File: config.mk
export PLATFORM = sky130hd
export DESIGN_NAME = apb_spi_regs
export DESIGN_NICKNAME = d
export VERILOG_FILES = /design/src/rtl/apb_spi_regs.sv
export SDC_FILE = /design/constraint.sdc
export NUM_CORES = 1
export LEC_CHECK = 0
export CORE_MARGIN = 5
export CORE_UTILIZATION = 48
export DETAILED_ROUTE_END_ITERATION = 8
export GPL_ROUTABILITY_DRIVEN = 1
export PLACE_DENSITY = 0.85
export SKIP_CTS_REPAIR_TIMING = 1
export SLEW_MARGIN = 20
export SYNTH_ARGS = -nofsm -noshare
export SYNTH_HDL_FRONTEND = slang
export SYNTH_SLANG_ARGS = --single-unit
File: constraint.sdc
create_clock -name PCLK -period 8.61 [get_ports PCLK]
set_input_delay 1.2915 -clock PCLK [delete_from_list [all_inputs] [get_ports PCLK]]
set_output_delay 1.2915 -clock PCLK [all_outputs]
set_load 0.02 [all_outputs]
File: src/rtl/apb_spi_regs.sv
// APB register bank for the SPI engine: TX/RX data registers, transfer launch
// FSM, and APB wait-state insertion while a transfer is in flight.
// Optional: define SPI_REGS_TIMEOUT_EN to abort accesses stalled for 255 cycles.
module apb_spi_regs #(
  parameter int DWIDTH            = 8,
  parameter int REGN              = 6,
  parameter int REGTX_ADDR_OFFSET = 1,
  localparam int NTX              = REGTX_ADDR_OFFSET + 1,
  localparam int NRX              = REGN - 2 - NTX
) (
  input  logic                  PCLK,
  input  logic                  PRESET,
  input  logic                  PSEL,
  input  logic                  PENABLE,
  input  logic                  PWRITE,
  input  logic [DWIDTH-1:0]     PWDATA,
  input  logic [REGN-1:0]       pselw,
  input  logic                  dec_err,
  output logic [DWIDTH-1:0]     PRDATA,
  output logic                  PREADY,
  output logic                  PSLVERR,
  output logic [NTX*DWIDTH-1:0] spi_tx_data,
  output logic                  spi_start,
  input  logic                  spi_busy,
  input  logic                  spi_done,
  input  logic [NRX*DWIDTH-1:0] spi_rx_data
);

  typedef enum logic [1:0] {S_IDLE, S_START, S_BUSY} state_t;

  state_t                         state;
  logic [NTX-1:0][DWIDTH-1:0]     tx_q;
  logic [NRX-1:0][DWIDTH-1:0]     rx_q;
  logic [REGN-3:0]                sel;
  logic                           tx_flag, rx_flag;
  logic                           access, err, stall_raw, stall, timeout;
  logic                           wr_commit, launch;
  logic [DWIDTH-1:0]              rd_mux;

  assign sel     = pselw[REGN-3:0];
  assign tx_flag = pselw[REGN-2];
  assign rx_flag = pselw[REGN-1];
  assign access  = PSEL && PENABLE && !PRESET;

  // Errors: decoder miss, write into the read-only RX group, or a malformed
  // select (multi-hot data field, or group flag with no data register).
  assign err = dec_err || (PWRITE && rx_flag) ||
               ((sel != '0) && !$onehot(sel)) ||
               ((sel == '0) && (tx_flag || rx_flag));

  // Only accesses that touch a register group the transfer owns must wait.
  assign stall_raw = access && !err && (state != S_IDLE) &&
                     ((!PWRITE && rx_flag) || (PWRITE && tx_flag));
  assign stall     = stall_raw && !timeout;

`ifdef SPI_REGS_TIMEOUT_EN
  logic [7:0] to_cnt;
  assign timeout = stall_raw && (to_cnt == 8'hFF);
  // Count consecutive stalled cycles of the current access.
  always_ff @(posedge PCLK) begin
    if (PRESET || !stall_raw || timeout) to_cnt <= '0;
    else                                 to_cnt <= to_cnt + 8'd1;
  end
`else
  assign timeout = 1'b0;
`endif

  assign wr_commit = access && PWRITE && !stall && !err && !timeout;
  assign launch    = wr_commit && sel[REGTX_ADDR_OFFSET] && (state == S_IDLE);

  // Read mux; an all-zero select reads engine busy status in bit 0.
  always_comb begin
    rd_mux = '0;
    if (sel == '0) rd_mux[0] = spi_busy;
    for (int i = 0; i < NTX; i++) if (sel[i]) rd_mux |= tx_q[i];
    for (int j = 0; j < NRX; j++) if (sel[NTX+j]) rd_mux |= rx_q[j];
  end

  assign PREADY      = !stall;
  assign PSLVERR     = access && !stall && (err || timeout);
  assign PRDATA      = (access && !err && !timeout) ? rd_mux : '0;
  assign spi_tx_data = tx_q;

  // TX register writes.
  always_ff @(posedge PCLK) begin
    if (PRESET) tx_q <= '0;
    else for (int i = 0; i < NTX; i++) if (wr_commit && sel[i]) tx_q[i] <= PWDATA;
  end

  // Transfer FSM: launch pulse, wait for done, capture RX data.
  always_ff @(posedge PCLK) begin
    if (PRESET) begin
      state     <= S_IDLE;
      spi_start <= 1'b0;
      rx_q      <= '0;
    end else begin
      case (state)
        S_IDLE: if (launch) begin
          state     <= S_START;
          spi_start <= 1'b1;
        end
        S_START: begin
          spi_start <= 1'b0;
          if (spi_done) begin
            rx_q  <= spi_rx_data;
            state <= S_IDLE;
          end else state <= S_BUSY;
        end
        S_BUSY: if (spi_done) begin
          rx_q  <= spi_rx_data;
          state <= S_IDLE;
        end
        default: begin
          state     <= S_IDLE;
          spi_start <= 1'b0;
        end
      endcase
    end
  end

endmodule

==> run summary <==
The max-slew violation total from the final report was 0. Once routing completed, OpenROAD measured the worst setup slack at 2000 ps. For the total CTS buffers, the log shows 5.

The worst pin sits at a relative slew slack of 43.1%. After detailed placement, the total cell area comes to 2450 um^2. OpenSTA, run right after detailed placement, puts the worst setup slack at 2170 ps. Counting instances in the post-synthesis netlist gives the leading cell types as 51 x sky130_fd_sc_hd__nand2_1, 35 x sky130_fd_sc_hd__dfxtp_1, 32 x sky130_fd_sc_hd__a21oi_1, 16 x sky130_fd_sc_hd__a22oi_1, 15 x sky130_fd_sc_hd__clkbuf_1.

For this run, the total global-route usage over all layers was measured as 19.8%. The run gives 1837 as the via total after detailed routing. For this run, the number of Yosys warnings is 0.

Average wire per standard cell: 15.8 um. The final setup violation count is 0, and the via density per instance is 5.65. In the final layout, the share of cells above drive strength 1 is 5.05%. The insertion delay of the later-clocked pin in the worst-skew pair was 290 ps. The final layout contains routed wiring with a total length of 5140 um. Final period demand of the worst path: 6610 ps. The count of clock tree sinks is 35, and the area fraction of the dominant cell type after synthesis is 38.8%. The number of diodes added for antenna fixing was 0; the number of iterations in the first detailed-routing pass was 4. The number of global-route vias before repair was 1662.

The synthesized cell area is 1810 um^2, and the number of top-level pins is 65. The pin count of the biggest net entering global routing was 29; the violation count after the first detailed-route iteration was 201. In this run the critical register-to-register path is captured at spi_tx_data[0]. The logs give 2550 um^2 for the cell area after layout and 49.4% for the initial cell density of the core. The maximum fanout along the worst path was 10; the post-CTS clock slew at the launch and capture registers of the worst setup and hold paths was 60 ps. The logs give 221 for the number of instances in the synthesized netlist and 2 for the H-tree depth. The initial antenna violation count was 0.

The buffer levels on the longest clock path was 2. Maximum vdd drop: 0.0000819 V. For the arrival time of the worst setup path, the log shows 5310 ps.

The biggest area contributor in the post-synthesis netlist is sky130_fd_sc_hd__dfxtp_1. The die is 71.4 um tall. After layout, the worst path uses 76.7% of the clock period. The global-route congestion overflow total was 0; the number of routed nets with antenna violations was 0. The highest achievable clock rate is 0.151 GHz.

The startpoint of the most critical setup path is pselw[0]. The startpoint identified for the worst hold timing path is rx_q[0]. The final worst clock skew was 6.93 ps; the mean cell area of the mapped netlist was 8.18 um^2. The final-layout fill cell count was 318.

The signed area change from the synthesized netlist to the final layout is 41.1%, and the net count after synthesis is 266. STA classifies the critical path endpoint as a primary output. The critical path is of the primary input to primary output type. The region available for standard cell placement spans 3660 um^2.

Once detailed placement completed, the half-perimeter wirelength came to 3690 um. The footprint of the flip-flops and latches came out at 701 um^2. CTS placed an instance of sky130_fd_sc_hd__clkbuf_8 at the clock tree root. The setup slack of the worst register-to-register path came out at 6610 ps.

The worst register-to-register path begins at state[1]. The run gives 0 as the final-report hold violation count. The floorplan step defined a die boundary enclosing 5090 um^2.

By area the synthesized netlist is led by sky130_fd_sc_hd__dfxtp_1 39%, sky130_fd_sc_hd__nand2_1 11%, sky130_fd_sc_hd__a21oi_1 8.9%. The site row count was 22. Sequential element share of the synthesized area: 38.8%.

Capturing instance or port of the critical path: PREADY. TritonCTS built the clock tree. The most used flip-flop cell after synthesis was sky130_fd_sc_hd__dfxtp_1.

For the pin with the worst max-slew slack, the measured transition is 853 ps. STA classifies the critical path startpoint as a primary input. The run finished with clean final reports. The ratio of total power to cell area was 134 nW/um^2; the static power due to leakage was 0.830 nW. The number of placed instances with taps included is 317, and the total negative slack for setup checks is 0 ps. The die boundary width is 71.4 um, and the utilization after layout is 69.7%.

The first global-routing pass estimated 7980 um of wire. The count of cell types in the netlist is 32, and the number of max-cap violations is 0. The multi-input combinational cells in the finished layout cover a total of 1010 um^2.

The final cell count without fillers was 325; the synthesis-stage register bit count was 35. The post-detailed-route DRC marker count was 0; the placer's final routability congestion estimate was 0.875. The count of buffers added on input and output ports is 64. Path category of the worst min-delay check: register to register. The synthesized design contains 0 enable-type register cells. The tightest hold path in the finished design has a slack of 456 ps. After synthesis, the share of flip-flops with an asynchronous set or reset is 0%. At the worst endpoint, the required time is 7320 ps. Setup repair after global routing left no endpoint under its margin. The logs give 341 uW for the post-route total power and 321 for the final-stage net count. The worst-case reg-to-reg path depth works out to 6.

In the post-synthesis netlist, the cell with the most instances is sky130_fd_sc_hd__nand2_1.
## worst max-delay path: stages
cell and delay (ps):
sky130_fd_sc_hd__clkdlybuf4s50_1 690, sky130_fd_sc_hd__inv_1 200, sky130_fd_sc_hd__fa_1 560, sky130_fd_sc_hd__inv_1 40, sky130_fd_sc_hd__ha_1 180, sky130_fd_sc_hd__ha_1 290, sky130_fd_sc_hd__nor3b_1 350, sky130_fd_sc_hd__mux2_2 360
sky130_fd_sc_hd__nand3_1 340, sky130_fd_sc_hd__or3_1 470, sky130_fd_sc_hd__clkdlybuf4s50_1 550
## routing by layer
metal  routed length, um  vias up  global-route usage [%]
li1                    -      902                       -
met1                2140      849                    24.7
met2                2500       81                    32.3
met3                 432        5                    5.05
met4                  66        0                    7.93
met5                   0        -                       0
## cell usage in the layout (no fill, tap or decap), types with 4 or more instances in the layout
master and instances:
sky130_fd_sc_hd__clkdlybuf4s50_1 64, sky130_fd_sc_hd__nand2_1 51, sky130_fd_sc_hd__dfxtp_1 35, sky130_fd_sc_hd__a21oi_1 32, sky130_fd_sc_hd__a22oi_1 16, sky130_fd_sc_hd__mux2i_1 9
sky130_fd_sc_hd__nand4_1 9, sky130_fd_sc_hd__o31ai_1 9, sky130_fd_sc_hd__inv_1 8, sky130_fd_sc_hd__clkbuf_8 7, sky130_fd_sc_hd__ha_1 6, sky130_fd_sc_hd__nor4_1 4
## logic make-up after synthesis
group                    after synthesis  share of synthesized area (%)
adder cells (fa/ha/maj)                7                           5.26
AO/OA/AOI/OAI                         63                           22.0
multiplexers                          11                           6.16
buffers and inverters                 25                           5.47
AND/OR/NAND/NOR                       80                           22.3
flip-flops                            35                           38.8
## worst min-delay path by stage
stage / to / slack, ps / depth (start not counted)
after global routing: rx_q[1] / 470 / 2
after global placement: rx_q[3] / 440 / 2
after CTS: rx_q[0] / 460 / 2
after floorplan: rx_q[0] / 440 / 2
after detailed placement: rx_q[0] / 450 / 2
final: rx_q[0] / 460 / 2
## final cells by class
| type | instances | share of cell area [%] |
|---|---|---|
| multi-input cells | 161 | 39.6 |
| flip-flops and latches | 35 | 27.5 |
| repair buffers | 65 | 25.4 |
| clock buffers | 8 | 3.93 |
| well taps | 48 | 2.36 |
| inverters | 8 | 1.18 |
## sequential cells by signal, summed over array words and instances (netlist names)
| register | flops |
|---|---|
| rx_q | 16 |
| spi_start | 1 |
| spi_tx_data | 16 |
| state | 2 |
## power by group
group	switching (mW)	total, mW	leakage (nW)	internal, mW
combinational	0.0255	0.0474	0.496	0.0219
clock	0.0579	0.131	0.0515	0.0730
sequential	0.000245	0.162	0.282	0.162
total	0.0836	0.341	0.830	0.257
No activity file was read; power rests on OpenSTA's default activity.
